--- config.mk ---
export PLATFORM = sky130hd
export DESIGN_NAME = arm_instr_encoder
export DESIGN_NICKNAME = d
export VERILOG_FILES = /design/src/rtl/arm_enc_pkg.sv /design/src/rtl/arm_instr_encoder_rot_check.sv /design/src/rtl/arm_instr_encoder.sv
export SDC_FILE = /design/constraint.sdc
export NUM_CORES = 1
export LEC_CHECK = 0
export CORE_AREA = 2 2 105 107
export CTS_CLUSTER_SIZE = 14
export DETAILED_ROUTE_END_ITERATION = 8
export DIE_AREA = 0 0 107 109
export PLACE_DENSITY_LB_ADDON = 0.08
export RECOVER_POWER = 50
export SYNTH_ARGS = -nofsm -noshare
export SYNTH_HDL_FRONTEND = slang
export SYNTH_HIERARCHICAL = 1
export SYNTH_SLANG_ARGS = --single-unit
--- constraint.sdc ---
create_clock -name clk -period 4.6 [get_ports clk]
set_input_delay 0.92 -clock clk [delete_from_list [all_inputs] [get_ports clk]]
set_output_delay 0.92 -clock clk [all_outputs]
set_load 0.005 [all_outputs]
--- src/rtl/arm_enc_pkg.sv ---
// Shared constants, state encoding and word builders for the ARM encoder.
// Opcode values match the decoder so both sides agree on field meaning.
package arm_enc_pkg;

    localparam logic [2:0] ENC_DP_RSI = 3'd0;
    localparam logic [2:0] ENC_DP_RSR = 3'd1;
    localparam logic [2:0] ENC_DP_IMM = 3'd2;
    localparam logic [2:0] ENC_MUL    = 3'd3;
    localparam logic [2:0] ENC_MLA    = 3'd4;
    localparam logic [2:0] ENC_UMULL  = 3'd5;
    localparam logic [2:0] ENC_SMULL  = 3'd6;

    localparam logic [1:0] SH_LSL = 2'd0;
    localparam logic [1:0] SH_LSR = 2'd1;
    localparam logic [1:0] SH_ASR = 2'd2;
    localparam logic [1:0] SH_ROR = 2'd3;

    localparam logic [3:0] OP_AND = 4'h0;
    localparam logic [3:0] OP_EOR = 4'h1;
    localparam logic [3:0] OP_SUB = 4'h2;
    localparam logic [3:0] OP_RSB = 4'h3;
    localparam logic [3:0] OP_ADD = 4'h4;
    localparam logic [3:0] OP_ADC = 4'h5;
    localparam logic [3:0] OP_SBC = 4'h6;
    localparam logic [3:0] OP_RSC = 4'h7;
    localparam logic [3:0] OP_TST = 4'h8;
    localparam logic [3:0] OP_TEQ = 4'h9;
    localparam logic [3:0] OP_CMP = 4'hA;
    localparam logic [3:0] OP_CMN = 4'hB;
    localparam logic [3:0] OP_ORR = 4'hC;
    localparam logic [3:0] OP_MOV = 4'hD;
    localparam logic [3:0] OP_BIC = 4'hE;
    localparam logic [3:0] OP_MVN = 4'hF;

    localparam logic [3:0] MUL_MARK = 4'b1001;

    typedef enum logic [1:0] {
        ST_IDLE   = 2'd0,
        ST_SEARCH = 2'd1,
        ST_OUT    = 2'd2
    } state_t;

    typedef struct packed {
        logic [3:0]  cond;
        logic [3:0]  opcode;
        logic        s_bit;
        logic [3:0]  rn;
        logic [3:0]  rd;
        logic [31:0] imm32;
    } imm_ctx_t;

    // Compare/test ops always set flags and have no destination;
    // moves have no first operand.
    function automatic logic [31:0] dp_word(
        input logic [3:0]  cond,
        input logic        imm,
        input logic [3:0]  opc,
        input logic        s,
        input logic [3:0]  rn,
        input logic [3:0]  rd,
        input logic [11:0] op2
    );
        logic       s_n;
        logic [3:0] rn_n;
        logic [3:0] rd_n;
        s_n  = s;
        rn_n = rn;
        rd_n = rd;
        if (opc[3:2] == 2'b10) begin
            s_n  = 1'b1;
            rd_n = 4'd0;
        end
        if (opc == OP_MOV || opc == OP_MVN)
            rn_n = 4'd0;
        return {cond, 2'b00, imm, opc, s_n, rn_n, rd_n, op2};
    endfunction

    function automatic logic [31:0] mul_word(
        input logic [3:0] cond,
        input logic       acc,
        input logic       s,
        input logic [3:0] rd,
        input logic [3:0] rn,
        input logic [3:0] rs,
        input logic [3:0] rm
    );
        logic [3:0] rn_n;
        rn_n = acc ? rn : 4'd0;
        return {cond, 6'b000000, acc, s, rd, rn_n, rs, MUL_MARK, rm};
    endfunction

    function automatic logic [31:0] long_word(
        input logic [3:0] cond,
        input logic       sgn,
        input logic       s,
        input logic [3:0] hi,
        input logic [3:0] lo,
        input logic [3:0] rs,
        input logic [3:0] rm
    );
        return {cond, 5'b00001, sgn, 1'b0, s, hi, lo, rs, MUL_MARK, rm};
    endfunction

endpackage

--- src/rtl/arm_instr_encoder_rot_check.sv ---
// Tests whether imm32 is expressible as imm8 rotated right by 2*rot.
// Purely combinational so decoder benches can reuse it directly.
module arm_imm_rot_check (
    input  logic [31:0] imm32,
    input  logic [3:0]  rot,
    output logic        fit,
    output logic [7:0]  imm8
);

    logic [4:0]  sh;
    logic [31:0] v;

    always_comb begin
        sh   = {rot, 1'b0};
        v    = (imm32 << sh) | (imm32 >> (6'd32 - {1'b0, sh}));
        fit  = (v[31:8] == 24'd0);
        imm8 = v[7:0];
    end

endmodule

--- src/rtl/arm_instr_encoder.sv ---
// ARM instruction encoder: field bundle in, 32-bit word out.
// Immediate operands are searched one rotate candidate per cycle.
module arm_instr_encoder
    import arm_enc_pkg::*;
#(
    parameter int MAX_ROT = 15
) (
    input  logic        clk,
    input  logic        rst,
    input  logic        in_valid,
    output logic        in_ready,
    input  logic [2:0]  kind,
    input  logic [3:0]  cond,
    input  logic [3:0]  opcode,
    input  logic        s_bit,
    input  logic [3:0]  rn,
    input  logic [3:0]  rd,
    input  logic [3:0]  rm,
    input  logic [3:0]  rs,
    input  logic [1:0]  sh_type,
    input  logic [4:0]  sh_amt,
    input  logic [31:0] imm32,
    output logic        out_valid,
    input  logic        out_ready,
    output logic [31:0] instr,
    output logic        err
);

    localparam logic [3:0] ROT_LAST = 4'(MAX_ROT);

    state_t      state;
    state_t      state_nx;
    imm_ctx_t    ctx;
    imm_ctx_t    ctx_in;
    logic [3:0]  rot;
    logic        fit;
    logic [7:0]  imm8;
    logic        legal;
    logic [31:0] direct_word;
    logic [31:0] imm_word;

    arm_imm_rot_check u_rot (
        .imm32 (ctx.imm32),
        .rot   (rot),
        .fit   (fit),
        .imm8  (imm8)
    );

    assign legal = (kind <= ENC_SMULL);

    always_comb begin
        ctx_in.cond   = cond;
        ctx_in.opcode = opcode;
        ctx_in.s_bit  = s_bit;
        ctx_in.rn     = rn;
        ctx_in.rd     = rd;
        ctx_in.imm32  = imm32;
    end

    always_comb begin
        direct_word = 32'd0;
        case (kind)
            ENC_DP_RSI:
                direct_word = dp_word(cond, 1'b0, opcode, s_bit, rn, rd,
                                      {sh_amt, sh_type, 1'b0, rm});
            ENC_DP_RSR:
                direct_word = dp_word(cond, 1'b0, opcode, s_bit, rn, rd,
                                      {rs, 1'b0, sh_type, 1'b1, rm});
            ENC_MUL:
                direct_word = mul_word(cond, 1'b0, s_bit, rd, rn, rs, rm);
            ENC_MLA:
                direct_word = mul_word(cond, 1'b1, s_bit, rd, rn, rs, rm);
            ENC_UMULL:
                direct_word = long_word(cond, 1'b0, s_bit, rd, rn, rs, rm);
            ENC_SMULL:
                direct_word = long_word(cond, 1'b1, s_bit, rd, rn, rs, rm);
            default:
                direct_word = 32'd0;
        endcase
    end

    assign imm_word = dp_word(ctx.cond, 1'b1, ctx.opcode, ctx.s_bit,
                              ctx.rn, ctx.rd, {rot, imm8});

    always_ff @(posedge clk) begin
        if (rst)
            state <= ST_IDLE;
        else
            state <= state_nx;
    end

    always_comb begin
        state_nx = state;
        case (state)
            ST_IDLE:
                if (in_valid)
                    state_nx = (kind == ENC_DP_IMM) ? ST_SEARCH : ST_OUT;
            ST_SEARCH:
                if (fit || rot == ROT_LAST)
                    state_nx = ST_OUT;
            ST_OUT:
                if (out_ready)
                    state_nx = ST_IDLE;
            default:
                state_nx = ST_IDLE;
        endcase
    end

    always_comb begin
        in_ready  = (state == ST_IDLE);
        out_valid = (state == ST_OUT);
    end

    // First fitting candidate wins, so the encoding is deterministic.
    always_ff @(posedge clk) begin
        if (rst) begin
            instr <= 32'd0;
            err   <= 1'b0;
            rot   <= 4'd0;
            ctx   <= '0;
        end else begin
            case (state)
                ST_IDLE: begin
                    if (in_valid) begin
                        ctx   <= ctx_in;
                        rot   <= 4'd0;
                        err   <= ~legal;
                        instr <= (legal && kind != ENC_DP_IMM) ?
                                 direct_word : 32'd0;
                    end
                end
                ST_SEARCH: begin
                    if (fit) begin
                        instr <= imm_word;
                    end else if (rot == ROT_LAST) begin
                        instr <= 32'd0;
                        err   <= 1'b1;
                    end else begin
                        rot <= rot + 4'd1;
                    end
                end
                default: ;
            endcase
        end
    end

endmodule

### After elaboration in Yosys (flattened, before gate mapping)

Cells that the tools add are included.

* flip-flop bits (word level): 88
* input bits: 71
* output and inout bits: 35
* logic and storage cells: 78

* add/subtract/negate cells: 2
* $lt $le $gt $ge: 1
* equal/unequal tests: 23
* shift operators: 2
* muxes and demuxes: 25
* bitwise gates (word level): 2
* reduce and logical (&&, ||, !) cells: 13

Operators with widths (number)
* 32-bit one-hot mux with 6 select lines: 1
* 32-bit 2-to-1 mux: 4
* 32-bit one-hot mux with 2 select lines: 1
* 32-bit OR: 1
* 32-bit by 5-bit left shift with 32-bit output: 1
* 32-bit by 6-bit right shift with 32-bit output: 1
* 4-bit 2-to-1 mux: 7
* 24-bit zero test: 1
* 4-bit equality test (second input constant): 5
* 2-bit inequality test (second input constant): 5
* 3-bit equality test (second input constant): 3
* 2-bit 2-to-1 mux: 4
* 4-bit one-hot mux with 2 select lines: 1
* 4-bit AND reduction: 2
* 2-bit equality test (second input constant): 3
* 3-bit by 2-bit equality test with 1-bit output (second input constant): 2
* 2-bit one-hot mux with 3 select lines: 1
* 3-bit AND reduction: 2
* 6-bit by 5-bit subtractor with 6-bit output (first input constant): 1
* 1-bit 2-to-1 mux: 5
* 4-bit by 1-bit adder with 4-bit output (second input constant): 1
* 3-bit by 1-bit equality test with 1-bit output (second input constant): 1
* 3-bit <= comparator (second input constant): 1
* 3-bit zero test: 1
* other kinds (11): 13

### Depth between registers and ports, before layout

* depth after elaboration: 7
* gate-level depth with buffers: 18
* depth with buffers taken out: 13

### By module

Netlist, hierarchy kept.

Modules (own cells, without submodules)
* arm_instr_encoder: times used 1, cells each 417, area each 3564.7 µm², seq. area each 1721.7 µm²
* arm_imm_rot_check: times used 1, cells each 230, area each 1576.5 µm², seq. area each 0.0 µm²

### Worst setup path after synthesis

No wires, ideal clock.

* path type: flip-flop to flip-flop
* start point: register rot[0]
* end point: register instr[20]
* library setup time: 122 ps
* arrival time: 3765 ps
* path slack: 713 ps
* stages on the path, launching flop included: 18
* buffers on the path: 4
* cell sequence: dfxtp_1 buf_6 inv_4 clkbuf_1 ha_1 xor2_1 buf_6 mux4_2 nand2_1 o21ai_1 or4_1 o31ai_1 o211a_1 nor3b_2 a21oi_4 nor2_4 buf_2 a221o_1

* word-level cells in the longest chain between the ends: 6
* elaborated cells on any way between the ends: 10

Ends and longest elaborated chain
* from (decl): RTL line arm_instr_encoder.sv:35 `logic [3:0] rot;`
* from (signal assigned): RTL line arm_instr_encoder.sv:139 `rot <= rot + 4'd1;`
* 6-bit by 5-bit subtractor with 6-bit output: RTL line arm_instr_encoder_rot_check.sv:15 `v = (imm32 << sh) | (imm32 >> (6'd32 - {1'b0, sh}));`
* 32-bit by 6-bit right shift with 32-bit output: RTL line arm_instr_encoder_rot_check.sv:15
* 32-bit OR (*): RTL line arm_instr_encoder_rot_check.sv:15
* 24-bit zero test (*): RTL line arm_instr_encoder_rot_check.sv:16 `fit = (v[31:8] == 24'd0);`
* via fit: RTL line arm_instr_encoder.sv:36 `logic fit;`
* 3-bit inequality test (no source line) / 32-bit 2-to-1 mux (equally long branches)
* 3-bit AND reduction (no source line) / 32-bit one-hot mux with 2 select lines (equally long branches)
* to (signal assigned): RTL line arm_instr_encoder.sv:128 `instr <= (legal && kind != ENC_DP_IMM) ?`
* to (signal assigned): RTL line arm_instr_encoder.sv:134 `instr <= imm_word;`
* to (decl): RTL line arm_instr_encoder.sv:25 `output logic [31:0] instr,`

Mark *: on every way through the listed nets, which the timed path passes. The rest lies on a longest branch.
A chain may end at the register's enable or synchronous reset.

### Worst setup path in the final report

* start point: register rot[0]
* end point: register instr[18]

The elaborated chain is that of the path after synthesis.

==> out/metrics.cfg <==
[status]
status=finished, violations left
violations=capacitance limit, slew limit

[worst_setup_path]
r2r_slack_ns=0.66
worstReg2RegStart=rot[0]
worstSetupPathType=flip-flop to flip-flop
cp_max_fo=19
rr_worst_depth=13
worstPathRequired_ns=4.82
cp-end-kind=flip-flop
arrival_ns=4.17
cp-start-kind=flip-flop
rr_endpoint=instr[18]

[synth]
seq_area_frac_synth_pct=33.49
ys_types=65
ys_seq_elements=86
syn_area_um2=5141
synth_enable_flop_cells=0
yosysTopAreaCell=dfxtp_1
synth.avg_cell_area_um2=7.946
syn_inst=647
yosys.area.top_type_share_pct=33.49
yosys-top-cells-area=dfxtp_1 (33%), nand2_1 (8.7%), a21oi_1 (8.1%), mux2i_1 (4.5%), nor2_1 (3.6%)
yosys_warnings=6
synthFlopType=dfxtp_1
ys_async_sr_fraction_pct=0

[final_layout]
fillers=989
utilization_pct=60.30
area_delta_synth_final_pct=24.36
nNetsFinal=797
register_area_um2=1723
instances_no_fill=868
drive_gt1_share_pct=8.516
multiInputGateArea_um2=3167
antenna_cells=0

[cts]
clock_path_buffers=2
postCtsHoldBufs=0
cts-resized-gates=0
clockRootBuffer=clkbuf_8
cts_tree=done
clk_latency_ns=0.36
cts_buffers=9
postCtsSetupBuffers=0
htree_levels=3
clk_pin_slew_ns=0.09
clock_sinks=86

[global_routing]
gr-total-overflow=0
antenna_found_initial=0
grt_max_degree=67
track_usage_pct=27.67
grt_pass1_vias=5007
grt_pass1_wl_um=25570

[die]
coreArea_um2=10600
die_x_um=107
row_count=38
fp.dieH_um=109
die_area_um2=11660
initial_core_util_pct=48.49
ios=106

[sta]
final-hold-violation-count=0
setup_viol=0
worst_slack_ns=0.6560
fin_crit_ns=3.944
drv_slew=55
setup_tns_ns=0
rsz0062_at_grt=false
slew_headroom_pct=-25.99
worst_slew_pin_slew_ns=1.890
finClkSkew_ns=0.008231
fmax_ghz=0.2535
finalCritPeriodShare_pct=85.74

[drt]
avgViaCountPerCell=6.079
routedWlPerCell_um=18.33
firstDrtPassIters=5
drt_wl_total_um=15910
drc=0
final_antenna_net_count=0
vias=5277
drt_iter0_drc=364

[power_and_ir_drop]
power_mw=1.828
vdd_ir_drop_max_mv=0.1995
leakage_nw=2.489
power_density_nw_per_um2=286.0

[place]
gp_congestion=0.9507
dp_cells=853
hpwl_um=11220
place_ws_ns=0.7607
port_buffers=103

[worst_hold_path]
worst_hold_path.num_cells=1
hold_end=instr[1]
min_from=instr[1]
holdCritPathClass=flip-flop to flip-flop

[run]
cap_violations=1

[placed cells by master (no fill, tap or decap), types with 4 or more instances in the layout]
cell type,Yosys,routed
nand2_1,119,119
dfxtp_1,86,85
a21oi_1,83,83
clkdlybuf4s50_1,0,69
nor2_1,49,49
dlygate4sd3_1,0,33
nor3_1,27,27
mux2i_1,23,23
o21ai_0,15,15
nor2b_1,13,13
a21o_1,12,12
buf_4,4,12
a221o_1,11,11
mux2_2,10,10
o22ai_1,10,10
a221oi_1,9,9
clkbuf_8,0,9
a22o_1,8,8
a32oi_1,8,8
a32o_1,8,8
a211oi_1,8,8
mux4_2,8,8
nand3_1,7,7
nor4_1,5,5
inv_1,5,5
and3_1,5,5
a22oi_1,4,4
a31oi_1,4,4
nor3b_1,5,4
[flip-flops by register name (all words and copies together), names as in the netlist]
name	flops
ctx	49
err	1
instr	30
rot	4
state	2
[logic make-up after synthesis]
family | after synthesis | synth area share [%]
adders and majority gates | 2 | 0.4867
DFF | 86 | 33.49
other | 1 | 0.07294
and+or+nand+nor | 254 | 22.83
buffers and inverters | 56 | 5.232
AOI/OAI and AO/OA | 202 | 26.75
muxes | 42 | 10.46
xor gates and xnor gates | 4 | 0.6816
[area by class of cell]
| type | instances | area share [%] |
|---|---|---|
| sequential | 86 | 26.95 |
| clock buffer | 10 | 1.996 |
| clock inverter | 5 | 0.9393 |
| tap | 140 | 2.740 |
| timing repair buffer | 115 | 17.46 |
| inverter | 6 | 0.3914 |
| multi-input combinational | 506 | 49.53 |
[routing by layer]
metal	GRT usage (%)	routed length (µm)	up-vias
li1	-	-	2524
met1	36.14	6904	2530
met2	48.00	7853	205
met3	3.885	936	18
met4	7.607	216	0
met5	0	0	-
[how the worst max path moves through the flow]
stage	startpoint	endpoint	slack (ns)	depth (start not counted)
4_1_cts	rot[0]	instr[18]	0.73	13
3_5_place_dp	rot[0]	instr[18]	0.76	13
2_1_floorplan	rot[0]	instr[20]	0.71	17
5_1_grt	rot[0]	instr[12]	0.31	13
3_3_place_gp	rot[0]	instr[14]	0.94	13
6_report	rot[0]	instr[18]	0.66	13
[synth_stat cells (10+ instances only)]
master      n
nor2_1     49
o22ai_1    10
nor3_1     27
a221o_1    11
a21o_1     12
buf_2      15
a21oi_1    83
mux2i_1    23
clkbuf_1   28
o21ai_0    15
mux2_2     10
nor2b_1    13
dfxtp_1    86
nand2_1   119
[stage by stage]
stage | hold slack [ns] | area [µm²]
after floorplan | 0.4360 | 5145
after global placement | 0.4397 | 6206
after detailed placement | 0.4450 | 6206
after CTS | 0.4630 | 6394
after global routing | 0.4770 | 6394
final | 0.4555 | 6394
[worst max-delay path, cell delays in order (launching register included)]
cell and delay [ns]:
dfxtp_2 0.34, inv_4 0.16, ha_1 0.24, xor2_2 0.38, buf_4 0.32, mux2i_1 0.21, o21ai_0 0.15, or4_1 0.58
o31ai_1 0.25, o211a_1 0.32, nor3b_2 0.12, a21o_1 0.35, a221oi_1 0.29, nor3_1 0.09
[report_power, final]
group	internal (mW)	total (mW)	leakage, nW	switching [mW]
clock network	0.251	0.537	0.0927	0.287
logic	0.211	0.434	1.69	0.224
registers	0.796	0.857	0.706	0.0604
Note: power is estimated with default switching activity, not from simulation.
